File: src/rtl/fetch_stage_pkg.sv
// Shared pipeline constants and the fetch-stage state encoding.
package fetch_stage_pkg;

  localparam logic [31:0] RESET_PC    = 32'h0040_0000;
  localparam int unsigned INSTR_BYTES = 4;

  typedef enum logic [1:0] {
    FS_BOOT  = 2'd0,
    FS_FETCH = 2'd1,
    FS_HOLD  = 2'd2,
    FS_DRAIN = 2'd3
  } fs_state_t;

endpackage

File: src/rtl/fetch_stage.sv
// Instruction-fetch stage: owns the PC, fetches over req/ack, skid-buffers a
// word that returns under stall, and drains an outstanding request on redirect.
module fetch_stage
  import fetch_stage_pkg::*;
#(
  parameter int unsigned     XLEN        = 32,
  parameter logic [XLEN-1:0] RESET_PC    = XLEN'(fetch_stage_pkg::RESET_PC),
  parameter int unsigned     INSTR_BYTES = fetch_stage_pkg::INSTR_BYTES
) (
  input  logic            i_clk,
  input  logic            i_reset_n,
  input  logic            i_stall,
  input  logic            i_redirect,
  input  logic [XLEN-1:0] i_redirect_pc,
  output logic            o_imem_req,
  output logic [XLEN-1:0] o_imem_addr,
  input  logic            i_imem_ack,
  input  logic [XLEN-1:0] i_imem_data,
  output logic [XLEN-1:0] o_pc,
  output logic [XLEN-1:0] o_pc4,
  output logic [XLEN-1:0] o_instr,
  output logic            o_valid
);

  fs_state_t       r_state, w_state_nxt;
  logic [XLEN-1:0] r_pc, w_pc_nxt;
  logic [XLEN-1:0] r_tgt, w_tgt_nxt;
  logic [XLEN-1:0] r_buf, w_buf_nxt;
  logic [XLEN-1:0] r_opc, w_opc_nxt;
  logic [XLEN-1:0] r_opc4, w_opc4_nxt;
  logic [XLEN-1:0] r_instr, w_instr_nxt;
  logic            r_valid, w_valid_nxt;
  logic [XLEN-1:0] w_pc_inc;

  assign w_pc_inc = r_pc + XLEN'(INSTR_BYTES);

  always_comb begin
    w_state_nxt = r_state;
    w_pc_nxt    = r_pc;
    w_tgt_nxt   = r_tgt;
    w_buf_nxt   = r_buf;
    w_opc_nxt   = r_opc;
    w_opc4_nxt  = r_opc4;
    w_instr_nxt = r_instr;
    w_valid_nxt = r_valid;
    case (r_state)
      FS_BOOT: w_state_nxt = FS_FETCH;
      FS_FETCH: begin
        if (i_redirect) begin
          w_valid_nxt = 1'b0;
          if (i_imem_ack) begin
            w_pc_nxt = i_redirect_pc;
          end else begin
            w_tgt_nxt   = i_redirect_pc;
            w_state_nxt = FS_DRAIN;
          end
        end else if (i_imem_ack) begin
          if (!i_stall) begin
            w_instr_nxt = i_imem_data;
            w_opc_nxt   = r_pc;
            w_opc4_nxt  = w_pc_inc;
            w_valid_nxt = 1'b1;
            w_pc_nxt    = w_pc_inc;
          end else begin
            w_buf_nxt   = i_imem_data;
            w_state_nxt = FS_HOLD;
          end
        end else if (!i_stall) begin
          w_valid_nxt = 1'b0;
        end
      end
      FS_HOLD: begin
        if (i_redirect) begin
          w_pc_nxt    = i_redirect_pc;
          w_valid_nxt = 1'b0;
          w_state_nxt = FS_FETCH;
        end else if (!i_stall) begin
          w_instr_nxt = r_buf;
          w_opc_nxt   = r_pc;
          w_opc4_nxt  = w_pc_inc;
          w_valid_nxt = 1'b1;
          w_pc_nxt    = w_pc_inc;
          w_state_nxt = FS_FETCH;
        end
      end
      FS_DRAIN: begin
        // The returning word belongs to the abandoned path; only the latest target matters.
        w_valid_nxt = 1'b0;
        if (i_imem_ack) begin
          w_pc_nxt    = i_redirect ? i_redirect_pc : r_tgt;
          w_state_nxt = FS_FETCH;
        end else if (i_redirect) begin
          w_tgt_nxt = i_redirect_pc;
        end
      end
      default: w_state_nxt = FS_BOOT;
    endcase
  end

  always_ff @(posedge i_clk or negedge i_reset_n) begin
    if (!i_reset_n) begin
      r_state <= FS_BOOT;
      r_pc    <= RESET_PC;
      r_tgt   <= '0;
      r_buf   <= '0;
      r_opc   <= '0;
      r_opc4  <= '0;
      r_instr <= '0;
      r_valid <= 1'b0;
    end else begin
      r_state <= w_state_nxt;
      r_pc    <= w_pc_nxt;
      r_tgt   <= w_tgt_nxt;
      r_buf   <= w_buf_nxt;
      r_opc   <= w_opc_nxt;
      r_opc4  <= w_opc4_nxt;
      r_instr <= w_instr_nxt;
      r_valid <= w_valid_nxt;
    end
  end

  assign o_imem_req  = (r_state == FS_FETCH) || (r_state == FS_DRAIN);
  assign o_imem_addr = r_pc;
  assign o_pc        = r_opc;
  assign o_pc4       = r_opc4;
  assign o_instr     = r_instr;
  assign o_valid     = r_valid;

endmodule

File: config.mk
export PLATFORM = sky130hd
export DESIGN_NAME = fetch_stage
export DESIGN_NICKNAME = d
export VERILOG_FILES = /design/src/rtl/fetch_stage_pkg.sv /design/src/rtl/fetch_stage.sv
export SDC_FILE = /design/constraint.sdc
export NUM_CORES = 1
export LEC_CHECK = 0
export ABC_AREA = 1
export CORE_MARGIN = 10
export CORE_UTILIZATION = 60
export DETAILED_ROUTE_END_ITERATION = 8
export DONT_BUFFER_PORTS = 1
export GPL_ROUTABILITY_DRIVEN = 0
export PLACE_DENSITY = 0.75
export SLEW_MARGIN = 20
export SYNTH_ARGS = -nofsm -noshare
export SYNTH_HDL_FRONTEND = slang
export SYNTH_SLANG_ARGS = --single-unit
export TNS_END_PERCENT = 30
File: constraint.sdc
create_clock -name i_clk -period 4.8 [get_ports i_clk]
set_clock_uncertainty 0.1 [all_clocks]
set_input_delay 1.44 -clock i_clk [delete_from_list [all_inputs] [get_ports i_clk]]
set_output_delay 1.44 -clock i_clk [all_outputs]
set_load 0.1 [all_outputs]
Word-level counts from Yosys, hierarchy flattened

Cells that the tools add are included.

Add/subtract/negate cells: 1
Multiply operators: 0
Div/mod/pow operators: 0
Order comparisons: 0
Equal/unequal tests: 17
Shift operators: 0
Multiplexer cells: 42
Bitwise operators: 1
Reduce and logical (&&, ||, !) cells: 12

Operators with widths:

| cell                    | count |
|---|---|
| $mux W32                | 23 |
| $pmux W32 S2            | 4 |
| $pmux W32 S3            | 1 |
| $add A32 B3 Y32 const B | 1 |
| $ne A2 B2 Y1 const B    | 9 |
| $mux W2                 | 7 |
| $ne A3 B3 Y1 const B    | 4 |
| $reduce_and A4 Y1       | 3 |
| $pmux W2 S4             | 1 |
| $reduce_and A6 Y1       | 1 |
| $mux W1                 | 5 |
| $reduce_and A5 Y1       | 1 |
| $eq A2 B2 Y1 const B    | 2 |
| $ne A4 B4 Y1 const B    | 1 |
| $reduce_bool A2 Y1      | 2 |
| $pmux W1 S3             | 1 |
| $reduce_and A3 Y1       | 1 |
| $reduce_bool A3 Y1      | 1 |
| $eq A2 B1 Y1 const B    | 1 |
| $logic_not A2 Y1        | 1 |
| $reduce_and A2 Y1       | 1 |
| $logic_or A1 B1 Y1      | 1 |
| $not A1 Y1              | 1 |

Register bits after elaboration: 195
Bits in latches: 0
Bits in writable memories: 0
ROM bits: 0
Input bits: 69
Memories: 0

Logic depth before layout (Yosys ltp)

Gate-level depths: netlist of the first run.

Word-level depth: 5
Depth in mapped cells: 10
Mapped depth without buffers: 10

Worst setup path after synthesis of the first run

No wires, ideal clock.

Path type: register -> output
Start point: register r_state[1]
End point: output o_imem_req
Arrival: 1.468 ns
Required time: 3.260 ns
Setup slack: 1.792 ns
Stages on the path, launching flop included: 4
Path through: dfrtp_1 -> inv_1 -> ha_1 -> or2_1

Word-level cells in the longest chain between the ends: 2

RTL lines:

| what                                         | RTL line           | text |
|---|---|---|
| start: declaration                           | fetch_stage.sv:25  | `fs_state_t r_state, w_state_nxt;` |
| start signal: assignment                     | fetch_stage.sv:111 | `r_state <= w_state_nxt;` |
| $eq A2 B1 Y1 or $eq A2 B2 Y1 (tied branches) | fetch_stage.sv:122 | `assign o_imem_req = (r_state == FS_FETCH) \|\| (r_state == FS_DRAIN);` |
| $logic_or A1 B1 Y1 *                         | fetch_stage.sv:122 |  |
| end: declaration                             | fetch_stage.sv:15  | `output logic o_imem_req,` |

Every way passes the cells marked *; elsewhere a longest branch is shown, timed or not.

Worst setup path after layout of the first run

Same ends and word-level chain as after synthesis.

==> impl_metrics.yaml, run 1 <==
sta:
  fin_crit_sh: 0.7469
  fmax_ghz: 0.2789
  finalSetupViolations: 0
  period_needed_ns: 3.585
  rsz0062_at_grt: "false"
  hold_viol_final: 0
  tightestPinTransition_ns: 1.092
  slew_headroom: 0.2719
  fin_tns_setup_ns: 0
  slew_violations: 0
clock_network:
  root_buffer: "clkbuf_16"
  cts_resized: 0
  clock-sinks: 193
  insertion_delay_ns: 0.42
  h-tree-depth: 4
  clk_pin_slew_worst_paths_ns: 0.07
  cts_buffers: 17
  holdBufCountCts: 0
  cts_tree: "done"
  postCtsSetupRepairBufs: 0
  clockBufferDepth: 2
critical_path:
  reg2regPathDepth: 8
  slowest_stage: "or2_1"
  crit_start: "r_state[1]$_DFFE_PN0P_"
  arrival_ns: 2.05
  crit_required_ns: 3.26
  worstPathCellList: "inv_1 > ha_1 > or2_1"
  end_kind: "output pin"
  r2r_end: "o_imem_addr[19]$_DFFE_PN0P_"
  cpLargestDelayFamily: "simple AND/OR/NAND/NOR gates"
  worst-path-buf-inv: 1
  cp_max_fo: 6
  cp_slowest_stage_delay_ns: 0.82
  critPathKind: "reg2out"
  r2r_start: "r_state[1]$_DFFE_PN0P_"
  startpoint_type: "flip-flop"
  r2r_setup_slack_ns: 1.56
outcome:
  status: "completed"
global_routing:
  grt_usage: 0.2180
  grt_pass1_vias: 6588
  grt_overflow: 0
  grt_antenna_before_repair: 0
  grt_pass1_wl_mm: 35.68
  grt_start_max_net_pins: 194
final_layout:
  final-seq-area_um2: 4833
  final_common_cell: "nand2_1"
  layout_common_cells: "324 x nand2_1, 190 x dfrtp_1, 146 x o21ai_0"
  multi_input_area_um2: 3570
  finalNetCount: 1130
  areaGrowthSynthToFinish_pct: 6.509
  fill_cells: 1267
  diodes: 0
  layout-drive-gt1-share: 0.07484
logic_synthesis:
  synthCells: 1086
  syn_area_um2: 9131
  synth_fp_nets: 1160
  async_reset_ff_frac: 1.000
  ys_ff_latch: 193
  synth_top_area_frac: 0.5262
  ys_warn_count: 0
  synth.avg_cell_area_um2: 8.408
  netlist_top_cells_area: "dfrtp_1 53%, nand2_1 13%, o21ai_0 8.0%"
  synth_edf_count: 0
  yosysUniqueCellTypes: 34
  yosys_most_used_dff: "dfrtp_1"
  synth_area_leader_cell: "dfrtp_1"
  seq_area_frac_synth: 0.5290
die:
  pin_count: 199
  fp.dieW_um: 143.4
  core_um2: 15030
  die_area_um2: 20550
  initial_core_util: 0.6074
  placementRows: 45
  die_h_um: 143.4
run:
  max-cap-violations: 0
min_path:
  worstHoldStart: "r_buf[12]$_DFFE_PN0P_"
  hold_depth: 2
  min_path_type: "reg2reg"
  worstHoldEndpoint: "r_buf[12]$_DFFE_PN0P_"
route:
  wl_per_cell_um: 17.57
  drt_iter0_markers: 475
  firstDrtPassIters: 5
  ant_nets: 0
  totalWireLength_mm: 22.09
  viasPerCell: 5.489
  vias: 6900
  drc: 0
place:
  port-buffer-count: 0
  hpwl_mm: 15.91
[layer usage]
layer / global-route usage / vias up / share of wire
li1: - / 3385 / -
met1: 0.2792 / 3222 / 0.41
met2: 0.3255 / 276 / 0.45
met3: 0.1050 / 17 / 0.13
met4: 0.05481 / 0 / 0.011
met5: 0 / - / 0
[layout make-up]
class / instances / share of cell area
clock buffers: 26 / 0.05236
repair buffers: 6 / 0.004631
flip-flops and latches: 193 / 0.4970
well taps: 188 / 0.02419
clock inverters: 6 / 0.005017
multi-input cells: 709 / 0.3670
inverters: 129 / 0.04979
[how the worst max path moves through the flow]
stage	endpoint	slack [ns]	cells past startpoint
6_report	o_imem_req	1.21	3
5_1_grt	o_imem_req	1.12	3
4_1_cts	o_imem_req	1.20	3
3_5_place_dp	o_imem_addr[19]$_DFFE_PN0P_	1.49	7
3_3_place_gp	o_imem_addr[16]$_DFFE_PN0P_	1.56	7
2_1_floorplan	o_imem_req	1.79	3
[worst min-delay path, stage by stage, from the launching register on]
cell and delay [ns]:
dfrtp_1 0.34, nand2_1 0.05, o21ai_0 0.06
[through the flow]
step	utilization	area, um2	std cells	setup slack (ns)	hold WS (ns)
after global routing	0.6469	9726	1257	1.118	0.4050
after global placement	0.6095	9163	1225	1.559	0.3659
final	0.6469	9726	1257	1.215	0.3823
after detailed placement	0.6095	9163	1225	1.490	0.3735
after floorplan	-	9131	1086	1.792	0.3529
after CTS	0.6466	9721	1257	1.198	0.3907
[cell families (layout without fill, tap and decap cells)]
family | after synthesis | in the layout | share of synthesized area
DFF | 193 | 193 | 0.5290
muxes | 26 | 26 | 0.03535
and+or+nand+nor | 444 | 444 | 0.1906
adders and majority gates | 5 | 5 | 0.006851
buffers and inverters | 184 | 167 | 0.08222
AOI/OAI and AO/OA | 219 | 219 | 0.1415
xor gates and xnor gates | 15 | 15 | 0.01439
[Yosys cell counts (15+ instances only)]
cell      instances
nand2_1         325
dfrtp_1         192
o21ai_0         146
inv_1           127
nor2_1           76
nand3_1          29
clkbuf_1         27
a22o_1           23
buf_2            21
mux2_2           18
a21boi_0         15
xor2_1           15
[flip-flops by register name (all words and copies together) (netlist names)]
signal	count
o_instr	32
r_buf	32
o_pc	30
o_valid	1
o_pc4	32
r_tgt	32
o_imem_addr	32
r_state	2
Power of run 1 is not shown: default switching activity piles up to over one toggle a cycle in this logic, so the estimate is an artifact.
==> run 2, diff against run 1 <==
Clock period 4.8 ns to 3.42 ns, I/O delays scaled along.
==> impl_metrics.yaml, run 2 (synthesis gave the netlist of run 1 again) <==
clock_network:
  clockBufferDepth: 2
  clk_pin_slew_worst_paths_ns: 0.07
  clock-sinks: 193
  insertion_delay_ns: 0.43
  cts_resized: 0
  cts_buffers: 17
  h-tree-depth: 4
  root_buffer: "clkbuf_16"
  cts_tree: "done"
  holdBufCountCts: 0
  postCtsSetupRepairBufs: 0
run:
  max-cap-violations: 0
die:
  placementRows: 45
  core_um2: 15030
  die_h_um: 143.4
  fp.dieW_um: 143.4
  initial_core_util: 0.6074
  die_area_um2: 20550
  pin_count: 199
sta:
  rsz0062_at_grt: "false"
  fmax_ghz: 0.3531
  tightestPinTransition_ns: 1.035
  slew_headroom: 0.3100
  fin_ws_ns: 0.5882
  fin_crit_sh: 0.8280
  fin_tns_setup_ns: 0
  finalSetupViolations: 0
  period_needed_ns: 2.832
  whs_ns: 0.1950
  hold_viol_final: 0
  slew_violations: 0
min_path:
  min_path_type: "in2async"
place:
  hpwl_mm: 15.73
  port-buffer-count: 0
  pre_cts_slack_ns: 0.7345
route:
  firstDrtPassIters: 5
  vias: 6981
  met1Wirelength_mm: 9.281
  wl_per_cell_um: 17.49
  met2_length_mm: 10.31
  totalWireLength_mm: 22.50
  viasPerCell: 5.424
  dr.max_layer_used: "met4"
  drt_iter0_markers: 423
  ant_nets: 0
  route.met3.wl_mm: 2.511
  drc: 0
global_routing:
  grt_antenna_before_repair: 0
  grt_overflow: 0
  grt_start_max_net_pins: 194
  grt_pass1_wl_mm: 35.22
  grt_pass1_vias: 6708
  grt_usage: 0.2165
critical_path:
  cp_max_fo: 6
  cp_slowest_stage_delay_ns: 0.41
  crit_required_ns: 2.29
  slowest_stage: "dfrtp_1"
  startpoint_type: "flip-flop"
  reg2regPathDepth: 7
  critPathKind: "reg2out"
  end_kind: "output pin"
  arrival_ns: 1.71
  worstPathCellList: "inv_1 > ha_1 > or2_1 > buf_4"
final_layout:
  layout_common_cells: "324 x nand2_1, 190 x dfrtp_1, 146 x o21ai_0"
  finalNetCount: 1161
  areaGrowthSynthToFinish_pct: 9.564
  layout-drive-gt1-share: 0.1028
  diodes: 0
  final_common_cell: "nand2_1"
outcome:
  status: "completed"
==> run 2: cell count changes in the layout (fill, tap and decap cells not counted), sizes merged <==
| cell | before | now |
|---|---|---|
| clkinvlp | 3 | 1 |
| clkbuf | 26 | 22 |
| bufinv | 0 | 2 |
| buf | 6 | 37 |
| clkinv | 3 | 5 |
| inv | 129 | 130 |
==> run 2: final timing paths <==
| check | from | slack [ns] | endpoint |
|---|---|---|---|
| hold reg to reg | r_buf[30]$_DFFE_PN0P_ | 0.39 | r_buf[30]$_DFFE_PN0P_ |
| hold / removal | i_reset_n | 0.20 | o_pc[3]$_DFFE_PN0P_ |
| max in group asynchronous | i_reset_n | 2.71 | o_instr[30]$_DFFE_PN0P_ |
| setup / recovery | r_state[1]$_DFFE_PN0P_ | 0.59 | o_imem_req |
| min in group i_clk | r_buf[30]$_DFFE_PN0P_ | 0.39 | r_buf[30]$_DFFE_PN0P_ |
| setup reg to reg | r_state[0]$_DFFE_PN0P_ | 0.80 | o_pc[10]$_DFFE_PN0P_ |
==> run 2: worst max-delay path, delay by kind of cell, from the launching register on <==
| family | cells | cell delay [ns] |
|---|---|---|
| fa+ha+maj | 1 | 0.30 |
| buf+inv | 2 | 0.39 |
| flops | 1 | 0.41 |
| simple gates | 1 | 0.17 |
==> run 2: layout make-up <==
| type | count | area (um2) |
|---|---|---|
| well taps | 188 | 235.2 |
| clock buffers | 22 | 484.2 |
| fillers | 1228 | 5029 |
| inverters | 129 | 484.2 |
| clock inverters | 9 | 105.1 |
| repair buffers | 37 | 297.8 |
| multi-input cells | 709 | 3565 |
| flip-flops and latches | 193 | 4833 |
==> run 2: per-stage QoR <==
stage          instances  utilization  cell area [um2]
2_1_floorplan       1086            -             9131
5_1_grt             1287       0.6655            10000
4_1_cts             1287       0.6655            10000
3_3_place_gp        1255       0.6253             9400
3_5_place_dp        1256       0.6263             9415
6_report            1287       0.6655            10000
==> run 2: layer usage <==
layer  track usage  up-vias
li1              -     3444
met1        0.2774     3270
met2        0.3294      239
met3       0.08581       28
met4       0.07039        0
met5             0        -
Power of run 2 is left out for the same reason.
